### config.mk
export PLATFORM = sky130hd
export DESIGN_NAME = keccak_round_ctrl
export DESIGN_NICKNAME = d
export VERILOG_FILES = /design/src/rtl/keccak_ctrl_pkg.sv /design/src/rtl/keccak_round_ctrl.sv
export SDC_FILE = /design/constraint.sdc
export NUM_CORES = 1
export LEC_CHECK = 0
export CORE_AREA = 10 10 47 49
export CTS_BUF_LIST = sky130_fd_sc_hd__clkbuf_2
export CTS_CLUSTER_SIZE = 20
export DETAILED_ROUTE_END_ITERATION = 16
export DIE_AREA = 0 0 57 59
export PLACE_DENSITY = 0.74
export SLEW_MARGIN = 40
export SYNTH_ARGS = -nofsm -noshare
export SYNTH_HDL_FRONTEND = slang
export SYNTH_SLANG_ARGS = --single-unit
### constraint.sdc
create_clock -name ClkxCI -period 4.2 [get_ports ClkxCI]
set_input_delay 0.84 -clock ClkxCI [delete_from_list [all_inputs] [get_ports ClkxCI]]
set_output_delay 0.84 -clock ClkxCI [all_outputs]
set_load 0.02 [all_outputs]
### src/rtl/keccak_ctrl_pkg.sv
// -----------------------------------------------------------------------------
// keccak_ctrl_pkg
// Shared definitions for the Keccak-f[200] round controller: the FSM state
// encoding and the round-count / round-index width constants.
// Optional build macro used by consumers of this package:
//   KECCAK_CTRL_RAND_STALL_EN - round progress gated by fresh-randomness valid.
// -----------------------------------------------------------------------------
package keccak_ctrl_pkg;

    // Keccak-f[200] runs 12 + 2*log2(8) = 18 rounds.
    localparam int KECCAK_NR_200 = 18;

    // Width of the round index fed to the round-constant lookup.
    localparam int ROUND_IDX_W = 5;

    typedef enum logic [1:0] {
        IDLE  = 2'd0,
        LOAD  = 2'd1,
        ROUND = 2'd2,
        DONE  = 2'd3
    } ctrl_state_t;

endpackage

### src/rtl/keccak_round_ctrl.sv
// -----------------------------------------------------------------------------
// keccak_round_ctrl
// Round-sequencing FSM for the Keccak-f[200] permutation core. Accepts a
// permutation request, pulses a load enable for the state register, then walks
// NR rounds of ROUND_CYCLES clocks each, driving the round index to the
// round-constant lookup and a state-update enable on the last cycle of every
// round. The result is offered with a valid/ready handshake.
//
// Ports:
//   ClkxCI       in   clock, rising edge
//   RstxRI       in   asynchronous active-high reset
//   StartxSI     in   permutation request, taken only while ReadyxSO=1
//   ReadyxSO     out  high while idle
//   LoadxSO      out  one-cycle load pulse for the state register
//   RoundEnxSO   out  state-register update enable, last cycle of each round
//   RoundNrxDO   out  current round index (0 outside ROUND)
//   OutValidxSO  out  permuted state available
//   OutReadyxSI  in   consumer takes the permuted state
//   RandValidxSI in   fresh randomness available (KECCAK_CTRL_RAND_STALL_EN only)
//   RandReqxSO   out  randomness requested, high in ROUND (KECCAK_CTRL_RAND_STALL_EN only)
//
// Build option: define KECCAK_CTRL_RAND_STALL_EN to let masked rounds stall
// until fresh randomness is available. Without it the block never stalls.
// -----------------------------------------------------------------------------
module keccak_round_ctrl
    import keccak_ctrl_pkg::*;
#(
    parameter int NR           = KECCAK_NR_200,
    parameter int ROUND_CYCLES = 2
) (
    input  logic                   ClkxCI,
    input  logic                   RstxRI,
    input  logic                   StartxSI,
    output logic                   ReadyxSO,
    output logic                   LoadxSO,
    output logic                   RoundEnxSO,
    output logic [ROUND_IDX_W-1:0] RoundNrxDO,
    output logic                   OutValidxSO,
`ifdef KECCAK_CTRL_RAND_STALL_EN
    input  logic                   RandValidxSI,
    output logic                   RandReqxSO,
`endif
    input  logic                   OutReadyxSI
);

    // A single-cycle round still needs a 1-bit counter so the datapath code
    // stays uniform; it simply never leaves 0.
    localparam int CYC_W = (ROUND_CYCLES > 1) ? $clog2(ROUND_CYCLES) : 1;

    localparam logic [CYC_W-1:0]       CYC_LAST   = CYC_W'(ROUND_CYCLES - 1);
    localparam logic [ROUND_IDX_W-1:0] ROUND_LAST = ROUND_IDX_W'(NR - 1);

    // Reject configurations the 5-bit round index cannot represent.
    if (NR < 1 || NR > 31 || ROUND_CYCLES < 1) begin : g_bad_params
        $error("keccak_round_ctrl: NR must be 1..31 and ROUND_CYCLES >= 1");
    end

    ctrl_state_t            state;
    ctrl_state_t            state_next;
    logic [ROUND_IDX_W-1:0] round;
    logic [ROUND_IDX_W-1:0] round_next;
    logic [CYC_W-1:0]       cyc;
    logic [CYC_W-1:0]       cyc_next;
    logic                   rand_ok;
    logic                   round_last_cycle;

`ifdef KECCAK_CTRL_RAND_STALL_EN
    // Round progress waits for fresh masking randomness.
    assign rand_ok    = RandValidxSI;
    assign RandReqxSO = (state == ROUND);
`else
    assign rand_ok = 1'b1;
`endif

    assign round_last_cycle = (state == ROUND) && (cyc == CYC_LAST) && rand_ok;

    // State and counter registers. Reset may hit at any time, including in
    // the middle of a permutation, and always returns to a clean idle.
    always_ff @(posedge ClkxCI or posedge RstxRI) begin
        if (RstxRI) begin
            state <= IDLE;
            round <= '0;
            cyc   <= '0;
        end else begin
            state <= state_next;
            round <= round_next;
            cyc   <= cyc_next;
        end
    end

    // Next-state and output decode. Outputs depend only on the registered
    // state and counters (plus the randomness gate when stalling is built in),
    // so no start or consumer-ready input reaches an output combinationally.
    // A start that arrives together with the consumer accept in DONE is
    // deliberately dropped: the controller goes back to IDLE first.
    always_comb begin
        state_next  = state;
        round_next  = round;
        cyc_next    = cyc;

        ReadyxSO    = (state == IDLE);
        LoadxSO     = (state == LOAD);
        OutValidxSO = (state == DONE);
        RoundEnxSO  = round_last_cycle;
        RoundNrxDO  = (state == ROUND) ? round : '0;

        unique case (state)
            IDLE: begin
                if (StartxSI) begin
                    state_next = LOAD;
                end
            end
            LOAD: begin
                state_next = ROUND;
                round_next = '0;
                cyc_next   = '0;
            end
            ROUND: begin
                if (rand_ok) begin
                    if (cyc == CYC_LAST) begin
                        cyc_next = '0;
                        if (round == ROUND_LAST) begin
                            state_next = DONE;
                            round_next = '0;
                        end else begin
                            round_next = round + ROUND_IDX_W'(1);
                        end
                    end else begin
                        cyc_next = cyc + CYC_W'(1);
                    end
                end
            end
            DONE: begin
                if (OutReadyxSI) begin
                    state_next = IDLE;
                end
            end
            default: begin
                state_next = IDLE;
            end
        endcase
    end

endmodule

# Word-level counts from Yosys, hierarchy flattened
# Cells that the tools add are included.
op_classes:
  add_sub_neg: 2
  n_eq_ne: 8
  mux: 11
  reduce_logical: 5
op_table:
  columns: ["cell", "count"]
  rows:
  - ["$mux 5", 3]
  - ["$pmux 5 s2", 1]
  - ["$mux 2", 4]
  - ["$pmux 2 s4", 1]
  - ["$add 5x1->5 const B", 1]
  - ["$eq 5x5->1 const B", 1]
  - ["$eq 2x2->1 const B", 2]
  - ["$ne 2x1->1 const B", 2]
  - ["$ne 2x2->1 const B", 2]
  - ["$reduce_and 4->1", 1]
  - ["$eq 2x1->1 const B", 1]
  - ["$logic_not 2->1", 1]
  - ["$pmux 1 s2", 1]
  - ["$reduce_and 2->1", 1]
  - ["$reduce_bool 2->1", 1]
  - ["$add 1x1->1 const B", 1]
  - ["$logic_and 1x1->1", 1]
  - ["$mux 1", 1]
totals:
  reg_bits: 8
  in_bits: 4
  word_cells: 29

# Logic depth before layout (Yosys ltp)
depth:
  depth_word: 4
  mapped_depth: 5
  depth_no_buf: 5

# Worst setup path before layout
# Ideal clock, no wire load.
synth_timing:
  path_kind: "register -> output"
  start: "reg state[0]"
  end: "out RoundNrxDO[3]"
  arrival_time_ns: 1.289
  slack_ns: 2.071
  stages_incl_launch_ff: 5
  path_buffers: 1
  cell_sequence: "dfrtp_1 -> inv_1 -> ha_1 -> clkbuf_1 -> and2_1"
synth_between:
  elab_chain_len: 2
synth_rtl:
  columns: ["element", "line", "source"]
  rows:
  - ["from (decl)", "keccak_round_ctrl.sv:58", "ctrl_state_t state;"]
  - ["from (signal assigned)", "keccak_round_ctrl.sv:85", "state <= state_next;"]
  - ["$eq 2x2->1", "keccak_round_ctrl.sv:105", "RoundNrxDO = (state == ROUND) ? round : '0;"]
  - ["$mux 5", "keccak_round_ctrl.sv:105", null]
  - ["to (decl)", "keccak_round_ctrl.sv:37", "output logic [ROUND_IDX_W-1:0] RoundNrxDO,"]
# No other way between the ends.

# Worst setup path in the final report
layout_timing:
  start: "reg state[0]"
  end: "out RoundEnxSO"
layout_between:
  elab_chain_len: 2
layout_rtl:
  columns: ["element", "line", "source"]
  rows:
  - ["$eq 2x2->1", "keccak_round_ctrl.sv:75", "assign round_last_cycle = (state == ROUND) && (cyc == CYC_LAST) && rand_ok;"]
  - ["$logic_and 1x1->1", "keccak_round_ctrl.sv:75", null]
  - ["to (decl)", "keccak_round_ctrl.sv:36", "output logic RoundEnxSO,"]
# No other way between the ends.

==> impl_results.md <==
* Fin. max-slew vios at 0
* Leakage at roughly 0.00032 uW
* CTS sink count at 8
* Fill cells at between 100 and 150
* Routability cong. at 0.6818
* Congestion Overflow GR at 0
* First-pass GRT wire length at roughly 2.1 mm
* Fin crit share at 0.7097
* Die width at between 50 and 60 um
* Layout Cell Area excl Fill at around 740 um2
* Combinational fraction of design power at 0.602
* Initial Util at 0.4179
* Die footprint at between 0.003 and 0.004 mm2
* Sequential fraction of the synthesis area at 0.3419
* Clock root cell: clkbuf_2
* Post-synthesis cell area at slightly below 600 um2
* Post-DP HPWL at roughly 930 um
* Hold Crit Class: register to register
* Clock Path Buffers at 2
* Commonest non-fill, non-tap cell in the layout: clkdlybuf4s50_1
* Number of synthesized register bits at 8
* IO Port Bufs at 12
* PnR worst setup slack at ~1.2 ns
* Nets at 83
* # IOs at 13
* Total placed instance area at ~720 um2
* Routed Antenna Nets at 0
* Clk slew on worst S/H paths at about 0.070 ns
* Peak VDD IR at between 200 and 300 uV
* Final Skew at roughly 0.00033 ns
* Ys async rst share at 1.000
* Crit path required time at around 3.4 ns
* Vias at 468
* Cell Int Power at 245.2 uW
* Syn nets at 67
* Vias in the first global route at about 490
* Area Growth Syn to Fin at 25.85%
* Residual DRC count at 0
* Unrepaired setup endpoints after global routing: false
* Pwr Density at 579.7 mW/mm2
* DRT Pass-1 Iters at 4
* Seq pwr share at 0.292
* Max-Slew Margin vs Limit at 0.6656
* Max Cap Violations at 0
* CP Class: register to output pin
* FP Rows at 14
* Clock share of power at 0.107
* Max FO, Critical Path at 16
* Post-CTS Hold Fix Bufs at 0
* Die H at between 50 and 60 um
* TritonCTS clock tree: yes
* Antenna Cells at 0
* Cell variety after synth at 25
* CP Launch Type: register
* Top FF cell, synth: dfrtp_1
* Yosys warning total at 0
* P_sw at 182.0 uW
* Initial drt markers at 9
* Register area at 200.2 um2
* CTS H-tree lvls at 1
* Syn avg cell area at around 10 um2
* Routed wire length at ~1.2 mm
* Final min period at about 3.0 ns
* Multi-input logic area at roughly 360 um2
* Net Sw Frac at 0.4261
* Mapped Cells at 56
* Largest net degree at the start of global routing at 17
* Critical path arrival at ~2.1 ns
* Post-CTS setup buffers at 0
* Post_cts resized at 0
* Most frequent cells in the layout: clkdlybuf4s50_1, dfrtp_1, ha_1, and2_1, inv_1
* Worst Tran Pin Value at a little under 0.5 ns
* Initial antenna violation count at 0
* Status: finished clean
* Total GRT Usage at 0.07880
* Max Freq at roughly 340 MHz
* Avg WL per Cell at roughly 14 um
* Crit end category: output pin
* Worst skew pair latency at between 0.2 and 0.25 ns
* Setup WS pre-CTS at roughly 1.5 ns
* Setup TNS at 0 ns
* Setup violators final at 0
* Final count of hold timing violations at 0
* CTS buffer count at 3
* Utilization after layout at 0.5259
* Post-synth EDFFs at 0
* Share of layout cells above drive strength 1 at 0.1286
* Core area at 0.001401 mm2
* Vias/cell at around 5.4
power groups by stage:
stage          sequential [uW]  combinational (uW)  clock [uW]
6_report                   125                 257        45.5
5_1_grt                    128                 288        51.1
4_1_cts                    125                 263        47.7
3_5_place_dp               127                 260           0
3_3_place_gp               125                 258           0
2_1_floorplan              118                 197           0
worst paths after layout:
path,slack (ns),end,cells after the start,start
worst max-delay path,1.22,RoundEnxSO,4,state[0]$_DFFE_PP0P_
worst min-delay path,0.58,state[0]$_DFFE_PP0P_,1,state[0]$_DFFE_PP0P_
worst max register to register,2.19,round[1]$_DFFE_PP0P_,5,state[0]$_DFFE_PP0P_
worst min register to register,0.58,state[0]$_DFFE_PP0P_,1,state[0]$_DFFE_PP0P_
max in group asynchronous,3.11,round[0]$_DFFE_PP0P_,2,RstxRI
min in group asynchronous,0.85,state[1]$_DFFE_PP0P_,2,RstxRI
final cells by class:
type                    count  area share
clock buffers               3     0.02037
inverters                   5     0.02547
multi-input cells          42      0.4924
flip-flops and latches      8      0.2716
well taps                  16     0.02716
repair buffers             12      0.1630
through the flow:
| step | hold slack, ns | total power (uW) | std cells |
|---|---|---|---|
| final | 0.5793 | 427.2 | 86 |
| after global routing | 0.6181 | 467.4 | 86 |
| after CTS | 0.5869 | 435.9 | 86 |
| after detailed placement | 0.5737 | 386.3 | 83 |
| after global placement | 0.5479 | 383.3 | 83 |
| after floorplan | 0.5142 | 315.1 | 56 |
critical path, cell delays in order, from the launching register on:
cell and delay, ns:
dfrtp_1 0.42, inv_1 0.12, ha_1 0.49, and2_1 0.26, clkdlybuf4s50_1 0.62
cell families after synthesis:
kind of cell | after synthesis | synth area share
flops | 8 | 0.3419
compound gates | 9 | 0.1432
mux | 3 | 0.05982
simple gates | 23 | 0.2671
fa+ha+maj | 7 | 0.1496
buf+inv | 6 | 0.03846
state kept, by name, indices dropped and copies added (netlist names):
signal  count
round       5
state       2
cyc         1
Yosys cell counts (all sizes together), types with 2 or more instances:
cell / n / area, um2
and2: 6 / 38.79
dfrtp: 8 / 200.2
ha: 7 / 87.58
inv: 5 / 18.77
mux2i: 2 / 20.02
nand2: 4 / 15.01
nand4: 3 / 18.77
nor2b: 3 / 18.77
o21ai: 3 / 15.01
per-layer routing:
metal | track usage | vias up | routed length (um)
met5 | 0 | - | 0
met4 | 0.05034 | 0 | 10
met3 | 0.04077 | 2 | 109
met2 | 0.1209 | 13 | 555
met1 | 0.08364 | 226 | 508
li1 | - | 227 | -
(Power assumes the default switching activity.)
